## config.mk

```make
export PLATFORM = sky130hd
export DESIGN_NAME = digest_tx_serializer_flat
export DESIGN_NICKNAME = d
export VERILOG_FILES = /design/src/rtl/digest_tx_serializer_pkg.sv /design/src/rtl/digest_tx_serializer_if.sv /design/src/rtl/digest_tx_serializer_rise_edge_det.sv /design/src/rtl/digest_tx_serializer.sv /design/src/flat_wrapper.sv
export SDC_FILE = /design/constraint.sdc
export NUM_CORES = 1
export LEC_CHECK = 0
export BUFFER_PORTS_ARGS = -buffer_cell sky130_fd_sc_hd__buf_2
export CORE_MARGIN = 2
export CORE_UTILIZATION = 60
export CTS_CLUSTER_SIZE = 28
export DETAILED_ROUTE_END_ITERATION = 16
export PLACE_DENSITY = 0.78
export SLEW_MARGIN = 0
export SYNTH_ARGS = -nofsm -noshare
export SYNTH_HDL_FRONTEND = slang
export SYNTH_SLANG_ARGS = --single-unit
export TNS_END_PERCENT = 10
```

## constraint.sdc

```tcl
create_clock -name clk -period 6.8 [get_ports clk]
set_input_delay 0 -clock clk [delete_from_list [all_inputs] [get_ports clk]]
set_output_delay 0 -clock clk [all_outputs]
set_load 0.01 [all_outputs]
```

## src/rtl/digest_tx_serializer_pkg.sv

```systemverilog
// rtl/digest_tx_serializer_pkg.sv - shared types, constants and width helpers for the digest serializer
//
// Contents:
//   state_e           FSM state encoding (IDLE, LOAD, ISSUE, WAIT, DONE)
//   DIGEST_*          default digest geometry (256-bit digest, 8 words, byte chunks)
//   calc_total()      frame buffer width in bits
//   calc_chunks()     number of OUT_WIDTH chunks per frame
package digest_tx_serializer_pkg;

  typedef enum logic [2:0] {
    ST_IDLE  = 3'd0,
    ST_LOAD  = 3'd1,
    ST_ISSUE = 3'd2,
    ST_WAIT  = 3'd3,
    ST_DONE  = 3'd4
  } state_e;

  localparam int DIGEST_BITS       = 256;
  localparam int DIGEST_WORDS      = 8;
  localparam int DIGEST_CHUNK_BITS = 8;

  function automatic int calc_total(input int num_words, input int data_width);
    return num_words * data_width;
  endfunction

  function automatic int calc_chunks(input int num_words, input int data_width,
                                     input int out_width);
    return (num_words * data_width) / out_width;
  endfunction

endpackage

```

## src/rtl/digest_tx_serializer_if.sv

```systemverilog
// rtl/digest_tx_serializer_if.sv - core-side and UART-side handshake bundle for the digest serializer
//
// Signals:
//   core_word_in / core_valid_in / core_ready_out   word stream from the hash core
//   TX_active_in / TX_done_in                       UART transmitter status
//   MP_data_out / MP_dv_out                         chunk and start pulse to the transmitter
//   busy_out / frame_done_out                       frame status
// Modports:
//   slave   serializer view
//   master  driver (core + transmitter) view
interface digest_tx_serializer_if
  import digest_tx_serializer_pkg::*;
#(
  parameter int DATA_WIDTH = DIGEST_BITS / DIGEST_WORDS,
  parameter int OUT_WIDTH  = DIGEST_CHUNK_BITS
) ();

  logic [DATA_WIDTH-1:0] core_word_in;
  logic                  core_valid_in;
  logic                  core_ready_out;
  logic                  TX_active_in;
  logic                  TX_done_in;
  logic [OUT_WIDTH-1:0]  MP_data_out;
  logic                  MP_dv_out;
  logic                  busy_out;
  logic                  frame_done_out;

  modport slave (
    input  core_word_in, core_valid_in, TX_active_in, TX_done_in,
    output core_ready_out, MP_data_out, MP_dv_out, busy_out, frame_done_out
  );

  modport master (
    output core_word_in, core_valid_in, TX_active_in, TX_done_in,
    input  core_ready_out, MP_data_out, MP_dv_out, busy_out, frame_done_out
  );

endinterface

```

## src/rtl/digest_tx_serializer_rise_edge_det.sv

```systemverilog
// rtl/digest_tx_serializer_rise_edge_det.sv - registered rising-edge detector
//
// Ports:
//   clk       system clock
//   rst_n     asynchronous active-low reset (previous sample cleared to 0)
//   sig_in    level or pulse input
//   rise_out  high while sig_in is 1 and was 0 at the previous rising clock edge
module rise_edge_det (
  input  logic clk,
  input  logic rst_n,
  input  logic sig_in,
  output logic rise_out
);

  logic prev_q;
  logic prev_d;

  always_comb begin
    prev_d = sig_in;
  end

  always_ff @(posedge clk or negedge rst_n) begin
    if (!rst_n) begin
      prev_q <= 1'b0;
    end else begin
      prev_q <= prev_d;
    end
  end

  assign rise_out = sig_in & ~prev_q;

endmodule

```

## src/rtl/digest_tx_serializer.sv

```systemverilog
// rtl/digest_tx_serializer.sv - frame buffer that collects core words and streams them as chunks to the UART TX
//
// Ports:
//   clk    system clock, rising edge
//   rst_n  asynchronous active-low reset
//   bus    digest_tx_serializer_if.slave: core word stream in, chunk/dv out to the
//          transmitter, TX_active/TX_done from the transmitter, busy and frame-done status
// Parameters:
//   DATA_WIDTH  core word width (multiple of OUT_WIDTH)
//   NUM_WORDS   words per frame
//   OUT_WIDTH   chunk width
//   LSB_FIRST   0 = most-significant chunk first, 1 = least-significant chunk first
module digest_tx_serializer
  import digest_tx_serializer_pkg::*;
#(
  parameter int DATA_WIDTH = DIGEST_BITS / DIGEST_WORDS,
  parameter int NUM_WORDS  = DIGEST_WORDS,
  parameter int OUT_WIDTH  = DIGEST_CHUNK_BITS,
  parameter int LSB_FIRST  = 0
) (
  input  logic                   clk,
  input  logic                   rst_n,
  digest_tx_serializer_if.slave  bus
);

  localparam int TOTAL  = calc_total(NUM_WORDS, DATA_WIDTH);
  localparam int CHUNKS = calc_chunks(NUM_WORDS, DATA_WIDTH, OUT_WIDTH);
  localparam int WCW    = $clog2(NUM_WORDS + 1);
  localparam int CCW    = $clog2(CHUNKS + 1);

  state_e               state_q, state_d;
  logic [TOTAL-1:0]     buf_q, buf_d;
  logic [WCW-1:0]       word_cnt_q, word_cnt_d;
  logic [CCW-1:0]       chunk_cnt_q, chunk_cnt_d;
  logic                 ready_q, ready_d;
  logic                 busy_q, busy_d;
  logic                 done_q, done_d;
  logic [OUT_WIDTH-1:0] data_q, data_d;
  logic                 tx_edge;

  rise_edge_det u_tx_done_edge (
    .clk      (clk),
    .rst_n    (rst_n),
    .sig_in   (bus.TX_done_in),
    .rise_out (tx_edge)
  );

  // Chunk sent at count c; with LSB_FIRST the slice index runs backwards from the end.
  function automatic logic [OUT_WIDTH-1:0] chunk_sel(input logic [TOTAL-1:0] b,
                                                     input logic [CCW-1:0]   c);
    logic [CCW-1:0]       j;
    logic [OUT_WIDTH-1:0] r;
    j = (LSB_FIRST != 0) ? (CCW'(CHUNKS - 1) - c) : c;
    r = '0;
    for (int i = 0; i < CHUNKS; i++) begin
      if (j == CCW'(i)) begin
        r = b[TOTAL-1-i*OUT_WIDTH -: OUT_WIDTH];
      end
    end
    return r;
  endfunction

  always_comb begin
    state_d     = state_q;
    buf_d       = buf_q;
    word_cnt_d  = word_cnt_q;
    chunk_cnt_d = chunk_cnt_q;

    case (state_q)
      ST_IDLE: begin
        if (bus.core_valid_in) begin
          buf_d[TOTAL-1 -: DATA_WIDTH] = bus.core_word_in;
          word_cnt_d = WCW'(1);
          if (NUM_WORDS == 1) begin
            state_d     = ST_ISSUE;
            chunk_cnt_d = '0;
          end else begin
            state_d = ST_LOAD;
          end
        end
      end

      ST_LOAD: begin
        if (bus.core_valid_in) begin
          // First arrival occupies the most significant word of the buffer.
          for (int k = 0; k < NUM_WORDS; k++) begin
            if (word_cnt_q == WCW'(k)) begin
              buf_d[TOTAL-1-k*DATA_WIDTH -: DATA_WIDTH] = bus.core_word_in;
            end
          end
          word_cnt_d = word_cnt_q + WCW'(1);
          if (word_cnt_q == WCW'(NUM_WORDS - 1)) begin
            state_d     = ST_ISSUE;
            chunk_cnt_d = '0;
          end
        end
      end

      ST_ISSUE: begin
        // The dv pulse is this cycle; any TX_done edge seen now belongs to nothing.
        if (!bus.TX_active_in) begin
          state_d = ST_WAIT;
        end
      end

      ST_WAIT: begin
        if (tx_edge) begin
          if (chunk_cnt_q == CCW'(CHUNKS - 1)) begin
            state_d = ST_DONE;
          end else begin
            chunk_cnt_d = chunk_cnt_q + CCW'(1);
            state_d     = ST_ISSUE;
          end
        end
      end

      ST_DONE: begin
        word_cnt_d = '0;
        state_d    = ST_IDLE;
      end

      default: begin
        state_d = ST_IDLE;
      end
    endcase

    // Status outputs are registered from the next state so they line up with state_q.
    ready_d = (state_d == ST_IDLE) || (state_d == ST_LOAD);
    busy_d  = (state_d != ST_IDLE);
    done_d  = (state_d == ST_DONE);
    if ((state_d == ST_ISSUE) || (state_d == ST_WAIT)) begin
      data_d = chunk_sel(buf_d, chunk_cnt_d);
    end else begin
      data_d = '0;
    end
  end

  always_ff @(posedge clk or negedge rst_n) begin
    if (!rst_n) begin
      state_q     <= ST_IDLE;
      buf_q       <= '0;
      word_cnt_q  <= '0;
      chunk_cnt_q <= '0;
      ready_q     <= 1'b1;
      busy_q      <= 1'b0;
      done_q      <= 1'b0;
      data_q      <= '0;
    end else begin
      state_q     <= state_d;
      buf_q       <= buf_d;
      word_cnt_q  <= word_cnt_d;
      chunk_cnt_q <= chunk_cnt_d;
      ready_q     <= ready_d;
      busy_q      <= busy_d;
      done_q      <= done_d;
      data_q      <= data_d;
    end
  end

  assign bus.core_ready_out = ready_q;
  assign bus.busy_out       = busy_q;
  assign bus.frame_done_out = done_q;
  assign bus.MP_data_out    = data_q;
  // Start pulse is issued the first ISSUE cycle the transmitter is idle.
  assign bus.MP_dv_out      = (state_q == ST_ISSUE) && !bus.TX_active_in;

endmodule

```

## src/flat_wrapper.sv

```systemverilog
// flat-port wrapper written by rule: the top's interface ports become plain ports
module digest_tx_serializer_flat import digest_tx_serializer_pkg::*;
#(
  parameter int DATA_WIDTH = DIGEST_BITS / DIGEST_WORDS,
  parameter int NUM_WORDS  = DIGEST_WORDS,
  parameter int OUT_WIDTH  = DIGEST_CHUNK_BITS,
  parameter int LSB_FIRST  = 0
)
  (clk, rst_n, bus_core_word_in, bus_core_valid_in, bus_TX_active_in, bus_TX_done_in, bus_core_ready_out, bus_MP_data_out, bus_MP_dv_out, bus_busy_out, bus_frame_done_out);
  digest_tx_serializer_if #(.DATA_WIDTH(DATA_WIDTH), .OUT_WIDTH(OUT_WIDTH)) bus_i ();
  input  logic clk;
  input  logic rst_n;
  input wire logic [$bits(bus_i.core_word_in)-1:0] bus_core_word_in;
  input wire logic [$bits(bus_i.core_valid_in)-1:0] bus_core_valid_in;
  input wire logic [$bits(bus_i.TX_active_in)-1:0] bus_TX_active_in;
  input wire logic [$bits(bus_i.TX_done_in)-1:0] bus_TX_done_in;
  output wire logic [$bits(bus_i.core_ready_out)-1:0] bus_core_ready_out;
  output wire logic [$bits(bus_i.MP_data_out)-1:0] bus_MP_data_out;
  output wire logic [$bits(bus_i.MP_dv_out)-1:0] bus_MP_dv_out;
  output wire logic [$bits(bus_i.busy_out)-1:0] bus_busy_out;
  output wire logic [$bits(bus_i.frame_done_out)-1:0] bus_frame_done_out;
  assign bus_i.core_word_in = bus_core_word_in;
  assign bus_i.core_valid_in = bus_core_valid_in;
  assign bus_i.TX_active_in = bus_TX_active_in;
  assign bus_i.TX_done_in = bus_TX_done_in;
  assign bus_core_ready_out = bus_i.core_ready_out;
  assign bus_MP_data_out = bus_i.MP_data_out;
  assign bus_MP_dv_out = bus_i.MP_dv_out;
  assign bus_busy_out = bus_i.busy_out;
  assign bus_frame_done_out = bus_i.frame_done_out;
  digest_tx_serializer #(.DATA_WIDTH(DATA_WIDTH), .NUM_WORDS(NUM_WORDS), .OUT_WIDTH(OUT_WIDTH), .LSB_FIRST(LSB_FIRST)) u_core (.clk(clk), .rst_n(rst_n), .bus(bus_i));
endmodule
```

==> metrics.md, run 1 <==
| Metric | Value |
|---|---|
| Leak | around 0.0077 uW |
| DP HPWL | slightly above 30000 um |
| CP startpoint kind | flip-flop |
| Yosys reg bits | 281 |
| TritonCTS clock tree | built |
| Most frequent cells in the layout | 301 x nand2_1, 280 x dfrtp_1, 146 x mux2_2 |
| Layout cells sized above 1 | 20.3% |
| IO buf count | 48 |
| Cell Pwr Density | ~440 nW/um^2 |
| Status | complete, no violations |
| Critical Path Sink Type | flip-flop |
| Initial antenna violation count | 2 |
| Die area | ~24000 um^2 |
| Total placed cells including tap cells | between 1.5k and 2k |
| Via density per instance | slightly above 7 |
| Max_slew headroom | a little over a quarter |
| Commonest non-fill, non-tap cell in the layout | nand2_1 |
| Worst r2r src | u_core.state_q[1] |
| Syn nets | between 1k and 1.5k |
| Total detailed-routing wirelength | slightly below 50000 um |
| Vias in the first global route | roughly 12k |
| Largest net degree at the start of global routing | ~180 |
| Tcrit/Tclk final | around three quarters |
| Final Net Count | 1493 |
| Crit-path max FO | 19 |
| Initial Utilization | roughly 61% |
| Post-synth EDFFs | 0 |
| CTS sink cnt | 281 |
| Non-Filler Instances | ~1.8k |
| HP Class | input pin to asynchronous set/reset pin |
| Register area | 7030 um^2 |
| Worst R2R Setup Slack | 1830 ps |
| Multi-input logic area | roughly 6400 um^2 |
| Max-Cap Viols | 0 |
| Cell variety after synth | between 80 and 90 |
| Die height | between 150 and 200 um |
| Arr. time, crit path | 5420 ps |
| Global-route wire length before repair | around 73000 um |
| Post_cts resized | 0 |
| Setup CP Type | flip-flop to flip-flop |
| Final Hold Fails | 0 |
| First-pass DRT Iterations | 5 |
| Post-synthesis sequential area ratio | 50.6% |
| Mean Syn Cell Area | 9.98 um^2 |
| Final min period | just under 5000 ps |
| Drt initial violations | 1808 |
| Worst VDD drop | 0.000271 V |
| Clk_lat worst skew | around 570 ps |
| Leading area contributor after synthesis | dfrtp_1 |
| CP required | a little over 7000 ps |
| Antenna Nets Post-Route | 0 |
| Main synth FF type | dfrtp_1 |
| Worst-margin pin slew | 1090 ps |
| Clock transition at path regs | roughly 60 ps |
| Yosys top cell area share | 50.4% |
| Routed vias | around 12k |
| CTS H-tree lvls | 1 |
| Synth top area cells | dfrtp_1 50%, mux2_2 12%, nand2_1 8.1%, a21oi_1 2.2%, nor2_1 1.7% |
| Setup crit start | u_core.state_q[1] |
| DRC viols | 0 |
| Pins over their slew limit | 0 |
| DP Worst Slack | around 2100 ps |
| Drt wl/cell | roughly 28 um |
| Unrepaired setup endpoints after global routing | no |
| Row count | 55 |
| Setup Buffers After CTS | 0 |
| Synthesis Warnings | 0 |
| Final setup skew | approximately 23 ps |
| Total grt overflow | 0 |
| Die width | approximately 160 um |
| Post-synth ARST share | 100% |
| # IOs | 49 |
| Cells after Synth | ~1.4k |
| Max clock buf depth | 3 |
| Core Region | around 23000 um^2 |
| Area growth syn-to-layout | 12.8% |
| Total CTS buffers | 29 |
| Final setup vio count | 0 |
| Mapped Area | between 10000 and 15000 um^2 |
| GRT Total Usage | between 40% and 50% |
| Final setup margin | between 1500 and 2000 ps |
| Sum Neg Setup Slack | 0 ps |
| FILL cells | 1736 |
| Gpl congestion | just over 1 |
| CTS Root Buffer Type | clkbuf_16 |
| Fmax | 0.201 GHz |
## power breakdown
part	switching (uW)	total [uW]	internal, uW
clock network	670	1540	866
logic	1870	2820	948
registers	244	2520	2270
total	2780	6870	4090
## stage by stage
step	instance area [um^2]	power [uW]	hold slack (ps)	utilization (%)
after floorplan	13900	4250	-296	-
after CTS	15700	6730	105	69.0
after detailed placement	14400	5180	106	63.4
after global placement	14400	5080	98.6	63.4
after global routing	15700	7130	163	69.0
final	15700	6870	76.2	69.0
## state kept, by name (all words and copies together), names as in the netlist
register,cells
u_core.bus.core_ready_out,1
u_core.state_q,3
u_core.bus.MP_data_out,8
u_core.buf_q,256
u_core.bus.frame_done_out,1
u_core.chunk_cnt_q,6
u_core.u_tx_done_edge.prev_q,1
u_core.bus.busy_out,1
u_core.word_cnt_q,4
## worst paths after layout
path                                           endpoint  cells after the start
hold / removal                        u_core.buf_q[243]                      2
hold reg to reg                       u_core.buf_q[145]                      2
max in group asynchronous             u_core.buf_q[148]                      3
min in group clk           u_core.u_tx_done_edge.prev_q                      2
setup / recovery              u_core.bus.MP_data_out[7]                     10
setup reg to reg              u_core.bus.MP_data_out[7]                     10
## layer usage
| layer | GRT usage (%) | up-vias | wire length [um] | part of all wire, % |
|---|---|---|---|---|
| met3 | 13.3 | 297 | 6400 | 13 |
| li1 | - | 5138 | - | - |
| met2 | 60.5 | 975 | 21000 | 43 |
| met4 | 23.6 | 0 | 3450 | 7.1 |
| met1 | 51.8 | 6029 | 17900 | 37 |
| met5 | 0 | - | 0 | 0 |
## cell usage after synthesis (6+ instances only)
master and number:
o211ai_1 10, clkbuf_1 51, nand4_1 18, nand3_1 43, a21oi_1 61, o22ai_1 30
nand2b_1 7, a31oi_1 6, a211oi_1 14, or3_1 13, o31ai_1 8, nand2_1 301
a221oi_1 11, inv_1 31, mux2i_1 23, a221o_1 6, nor4_1 11, nor3_1 26
buf_2 22, o21ai_0 44, a22oi_1 11, buf_1 9, mux2_2 146, nor2_1 63
and3_1 8, a2111oi_0 7, dfrtp_1 280
## worst max-delay path: stages (launching register included)
cell and delay (ps):
dfrtp_1 690, nand3b_1 460, nand3_2 610, o21ai_1 260, or4b_1 920, nor2_1 920, o21ai_0 250, a21oi_1 240
a311oi_1 90, o211a_1 160, a211oi_1 240
## layout make-up
type / instances / area share (%)
clock buffer: 43 / 5.48
antenna: 2 / 0.0319
clock inverter: 8 / 0.295
tap: 285 / 2.28
sequential: 281 / 44.9
timing repair buffer: 112 / 5.32
inverter: 32 / 0.766
multi-input combinational: 995 / 41.0
## logic make-up after synthesis
| group | after synthesis | share of synthesized area, % |
|---|---|---|
| AO/OA/AOI/OAI | 289 | 14.5 |
| adder cells (fa/ha/maj) | 5 | 0.450 |
| buffers and inverters | 116 | 3.39 |
| flip-flops | 281 | 50.6 |
| multiplexers | 170 | 13.7 |
| AND/OR/NAND/NOR | 531 | 17.4 |
## repair_timing
item,4_1_cts,5_1_grt
hold buffers,36,0
setup endpoints to repair,0,0
hold endpoints to repair,364,0
(Power assumes the default switching activity.)
==> run 2, diff against run 1 <==
==> constraint.sdc (replaced) <==
create_clock -name clk -period 5.2 [get_ports clk]
set_input_delay 0 -clock clk [delete_from_list [all_inputs] [get_ports clk]]
set_output_delay 0 -clock clk [all_outputs]
set_load 0.01 [all_outputs]
==> run 2 against run 1 <==
Against the previous run: the run now ends with hold timing left; sequential power is 31% higher; flip-flop and latch count stayed put; first-iteration DRC count is 2.7% lower; routed wire length is 1.2% higher; final cell count is 1.2% higher; count of clock-buffer cells in the layout is 2 lower; via count is 0.74% higher; largest power group unchanged.
==> metrics.md, run 2 (same netlist as run 1, synthesis figures left out) <==
| Metric | Value |
|---|---|
| Status | finished, violations left |
| Failing checks | hold timing |
| R2r worst-path depth | 11 |
| Arr. time, crit path | ~5000 ps |
| Die height | about 160 um |
| Clk_lat worst skew | roughly 560 ps |
| Multi-input logic area | about 6400 um^2 |
| Critical Path Sink Type | flip-flop |
| Commonest non-fill, non-tap cell in the layout | nand2_1 |
| CTS Root Buffer Type | clkbuf_16 |
| DP Area | 14500 um^2 |
| Row count | 55 |
| Cell Pwr Density | a little under 600 nW/um^2 |
| Setup CP Type | flip-flop to flip-flop |
| Fmax | roughly 0.22 GHz |
| # IOs | 49 |
| Vias in the first global route | about 12k |
| Worst-margin pin slew | between 1000 and 1500 ps |
| Hold slack final | -9.81 ps |
| FILL cells | around 1.7k |
| Core Region | 22700 um^2 |
| Post_cts resized | 0 |
| Final setup skew | about 11 ps |
| Register area | roughly 7000 um^2 |
| IO buf count | 48 |
| Tcrit/Tclk final | a little under 90% |
| DRC viols | 0 |
| Crit-path max FO | 19 |
| Sum Neg Setup Slack | 0 ps |
| Total detailed-routing wirelength | 49300 um |
| First-pass DRT Iterations | 6 |
| Design area | approximately 16000 um^2 |
| Final Net Count | 1510 |
| Initial antenna violation count | 3 |
| CTS sink cnt | 281 |
| Gpl congestion | ~1 |
| Die area | 24400 um^2 |
| Worst R2R Setup Slack | around 670 ps |
| Initial Utilization | about three fifths |
| Die width | approximately 160 um |
| Layout cells sized above 1 | 21.5% |
| Area growth syn-to-layout | 14.9% |
| GRT Total Usage | 40.9% |
| Largest net degree at the start of global routing | 132 |
| Max-Cap Viols | 0 |
| Clock transition at path regs | 70 ps |
| Max clock buf depth | 3 |
| TritonCTS clock tree | built |
| HP Class | input pin to asynchronous set/reset pin |
| CP required | 5690 ps |
| Pins over their slew limit | 0 |
| Final Hold Fails | 6 |
| CP startpoint kind | flip-flop |
| Max_slew headroom | between 8 and 9% |
| Final min period | approximately 4500 ps |
| Leak | a little under 0.008 uW |
| Total CTS buffers | 30 |
| Drt wl/cell | between 20 and 30 um |
| Routed vias | about 13k |
| Global-route wire length before repair | between 70000 and 80000 um |
| Biggest register | u_core.buf_q |
| Drt initial violations | between 1.5k and 2k |
| Unrepaired setup endpoints after global routing | no |
| Worst VDD drop | 0.000434 V |
| CTS H-tree lvls | 1 |
| DP HPWL | between 30000 and 40000 um |
| Worst R2R End | u_core.bus.MP_data_out[6] |
| Worst r2r src | u_core.state_q[1] |
| Final setup vio count | 0 |
| Max FFs per register | between 200 and 300 |
| Total grt overflow | 0 |
| Via density per instance | 7.04 |
| Antenna Nets Post-Route | 0 |
| Most frequent cells in the layout | 301 x nand2_1, 280 x dfrtp_1, 146 x mux2_2 |
[run 2: changes by cell type in the layout (fill, tap and decap cells not counted), sizes merged]
cell      delta
clkinvlp     -1
bufinv       +5
clkbuf       -2
clkinv       +3
buf         +16
[run 2: layout make-up]
class                      instances  area share (%)
timing repair buffer             128            5.97
sequential                       281            44.1
clock buffer                      41            5.47
antenna                            2          0.0313
tap                              285            2.23
multi-input combinational        995            40.2
clock inverter                    15            1.28
inverter                          32           0.752
[run 2: layer usage]
| layer | share of wire [%] | vias to the layer above | wire length, um | GRT usage (%) |
|---|---|---|---|---|
| li1 | - | 5171 | - | - |
| met2 | 43 | 984 | 21400 | 60.9 |
| met5 | 0.26 | - | 129 | 0 |
| met3 | 13 | 264 | 6220 | 11.8 |
| met4 | 6.8 | 6 | 3370 | 22.3 |
| met1 | 37 | 6106 | 18200 | 54.3 |
[run 2: worst max-delay path by stage]
stage | startpoint | end | slack, ps | cells after the start
floorplan | u_core.chunk_cnt_q[1] | u_core.bus.MP_data_out[6] | 1990 | 12
global placement | u_core.state_q[1] | u_core.bus.MP_data_out[4] | 920 | 11
detailed placement | u_core.state_q[1] | u_core.bus.MP_data_out[4] | 890 | 11
CTS | u_core.state_q[1] | u_core.bus.MP_data_out[4] | 830 | 11
global route | u_core.state_q[1] | u_core.bus.MP_data_out[4] | 580 | 11
finish | u_core.state_q[1] | u_core.bus.MP_data_out[6] | 670 | 11
[run 2: repair_timing]
item / 4_1_cts / 5_1_grt
hold endpoints to repair: 332 / 0
setup buffers: 0 / 0
hold buffers: 36 / 0
[run 2: worst max-delay path, cell delays in order (launching register included)]
cell	delay, ps
dfrtp_1	660
nand3b_1	470
nand3_2	210
buf_4	310
nand4_1	340
and2_1	490
buf_4	270
nor3_1	860
a221oi_1	300
nand2_1	220
a211oi_1	110
o21ai_1	190
[run 2: where the power goes]
part           switching [uW]  internal, uW  total [uW]
combinational            2550          1300        3850
clock                     908          1420        2330
sequential                315          2970        3290
[run 2: metrics by stage]
stage                     setup slack, ps  utilization, %  total power, uW  instances  hold WS (ps)
after floorplan                      1990               -             5560       1392          -296
after global placement                918            64.0             6840       1685          17.9
after detailed placement              888            64.0             6920       1685          15.0
after CTS                             835            70.3             9280       1777          37.8
after global routing                  581            70.3             9810       1777          68.5
final                                 671            70.3             9460       1779         -9.81
==> run 3, diff against run 2 <==
--- a/config.mk
+++ b/config.mk
@@ -14,5 +14,6 @@
 export SLEW_MARGIN = 0
 export SYNTH_ARGS = -nofsm -noshare
 export SYNTH_HDL_FRONTEND = slang
+export SYNTH_HIERARCHICAL = 1
 export SYNTH_SLANG_ARGS = --single-unit
 export TNS_END_PERCENT = 10
==> run 3 against run 2 <==
Against the previous run: the flow now finishes without violations; synthesized cell count fell by 6.4%; sequential power fell by 30%; final cell count fell by 6.0%; synthesized area fell by 1.1%; total power fell by 35%; count of clock-buffer cells in the layout rose by 6; register-to-register slack improved by 180 ps; clock power fell by 15%; maximum frequency rose by 4.2%; clock skew rose by 4.2 ps.
==> metrics.md, run 3 <==
| Metric | Value |
|---|---|
| Sum Neg Setup Slack | 0 ps |
| Worst-margin pin slew | approximately 1200 ps |
| Tcrit/Tclk final | 83.6% |
| Max-Cap Viols | 0 |
| Post-synthesis sequential area ratio | roughly half |
| Synth cell count leaders | 280 x dfrtp_1, 215 x nand2_1, 177 x mux2_2 |
| CP startpoint kind | flip-flop |
| Worst VDD drop | around 0.00028 V |
| Global-route wire length before repair | between 60000 and 70000 um |
| Pins over their slew limit | 0 |
| Yosys top cell area share | 51.0% |
| Die height | 155 um |
| Setup CP Type | flip-flop to flip-flop |
| Die width | 155 um |
| Core Region | roughly 23000 um^2 |
| IO buf count | 48 |
| Max FFs per register | 256 |
| Drt initial violations | around 1.3k |
| Yosys reg bits | between 200 and 300 |
| DRC viols | 0 |
| Hold slack final | approximately 140 ps |
| Total grt overflow | 0 |
| Largest net degree at the start of global routing | ~160 |
| TritonCTS clock tree | built |
| Final setup vio count | 0 |
| Fmax | 0.230 GHz |
| Final setup skew | 15.5 ps |
| Final min period | roughly 4300 ps |
| Total CTS buffers | 28 |
| Commonest non-fill, non-tap cell in the layout | dfrtp_1 |
| Clk_lat worst skew | about 550 ps |
| CTS H-tree lvls | 1 |
| Row count | 55 |
| Final core utilization | between 60% and 70% |
| Synthesis Warnings | 6 |
| Syn nets | about 1.3k |
| Arr. time, crit path | 4770 ps |
| Biggest register | u_core/buf_q |
| Die area | about 24000 um^2 |
| Max clock buf depth | 3 |
| Mean Syn Cell Area | between 10 and 15 um^2 |
| Most frequent cells in the layout | 280 x dfrtp_1, 215 x nand2_1, 177 x mux2_2 |
| Routed vias | between 10k and 15k |
| Drt wl/cell | 26.6 um |
| Power Total | roughly 6000 uW |
| Cell variety after synth | 80 |
| Leading area contributor after synthesis | dfrtp_1 |
| Crit-path max FO | 14 |
| Count leader, synth | dfrtp_1 |
| Initial antenna violation count | 1 |
| CTS Root Buffer Type | clkbuf_16 |
| Clock transition at path regs | roughly 60 ps |
| HP Class | input pin to flip-flop |
| FILL cells | 1697 |
| DP HPWL | 30100 um |
| Unrepaired setup endpoints after global routing | no |
| Cell Pwr Density | 394 nW/um^2 |
| Final Net Count | 1409 |
| # IOs | 49 |
| Gpl congestion | slightly below 1 |
| GRT Total Usage | between 30 and 40% |
| Cts hold-fix bufs | 36 |
| Via density per instance | just under 7 |
| Status | complete, no violations |
| Final Hold Fails | 0 |
| CTS sink cnt | approximately 280 |
| Setup Buffers After CTS | 0 |
| Mapped Area | around 14000 um^2 |
| Post-synth EDFFs | 0 |
| Cells after Synth | around 1.3k |
| Leak | 0.00769 uW |
| Layout cells sized above 1 | 23.6% |
| Initial Utilization | roughly 61% |
| Area growth syn-to-layout | 13.3% |
| First-pass DRT Iterations | 5 |
| Post_cts resized | 0 |
| Post-synth ARST share | 100% |
| Critical Path Sink Type | flip-flop |
| Main synth FF type | dfrtp_1 |
| Total detailed-routing wirelength | around 44000 um |
| Vias in the first global route | 11.2k |
| Antenna Nets Post-Route | 0 |
| CP required | 5620 ps |
| Max_slew headroom | ~15% |
| Synth top area cells | dfrtp_1 51%, mux2_2 15%, nand2_1 5.9%, a21oi_1 2.2%, nand3_1 2.0% |
## run 3: cell types whose count changed after synthesis, moves of 9 or more
cell	change
nand3_1	+12
nor3_1	-14
nand2_1	-86
clkbuf_1	-18
o22ai_1	-10
a221oi_1	+9
mux2_2	+31
buf_2	+15
## run 3: metrics by stage
stage / area [um^2] / cells / setup slack, ps
after floorplan: 13700 / 1303 / 2220
after CTS: 15600 / 1672 / 1060
after global placement: 14300 / 1586 / 1170
final: 15600 / 1673 / 853
after global routing: 15600 / 1672 / 756
after detailed placement: 14300 / 1586 / 1090
## run 3: layer usage
layer / wire length (um) / share of wire, % / GRT usage, % / up-vias
met5: 0 / 0 / 0 / -
met3: 4360 / 9.8 / 6.43 / 141
met2: 20200 / 45 / 57.7 / 690
li1: - / - / - / 4886
met1: 18200 / 41 / 52.4 / 5695
met4: 1730 / 3.9 / 14.3 / 0
## run 3: worst paths after layout
path / from / to / slack (ps) / cells past startpoint
worst max-delay path: u_core/chunk_cnt_q[0] / u_core/bus.MP_data_out[1] / 850 / 11
worst min-delay path: bus_TX_done_in / u_core/u_tx_done_edge/prev_q / 140 / 2
worst max register to register: u_core/chunk_cnt_q[0] / u_core/bus.MP_data_out[1] / 850 / 11
worst min register to register: u_core/buf_q[229] / u_core/buf_q[229] / 470 / 2
max in group asynchronous: rst_n / u_core/buf_q[71] / 3590 / 3
min in group asynchronous: rst_n / u_core/buf_q[164] / 150 / 2
## run 3: area by class of cell
class	instances	area, um^2	share of cell area, %
sequential	281	7030	45.2
multi-input combinational	910	6290	40.4
timing repair buffer	115	868	5.58
clock buffer	47	853	5.48
tap	285	357	2.29
inverter	31	116	0.748
clock inverter	3	40.0	0.257
antenna	1	2.50	0.0161
## run 3: worst max-delay path: stages (launching register included)
cell	delay, ps
dfrtp_1	550
ha_1	410
and4b_1	260
and4_1	260
nor3_4	600
nor4_4	180
nand2_1	200
nor2_1	190
a2111oi_0	1120
o211ai_1	200
nand2_1	170
a21oi_1	90
## run 3: logic make-up (layout without fill, tap and decap cells)
group,count (synthesis),count (layout),share of synthesized area [%]
flip-flops,281,281,51.2
AND/OR/NAND/NOR,426,426,14.6
multiplexers,196,196,15.9
other,0,1,0
AO/OA/AOI/OAI,283,283,14.4
buffers and inverters,112,196,3.48
adder cells (fa/ha/maj),5,5,0.455
## run 3: report_power, final
group	switching (uW)	internal, uW
Sequential	67.3	2230
Clock	822	1160
Combinational	1310	541
Total	2200	3930
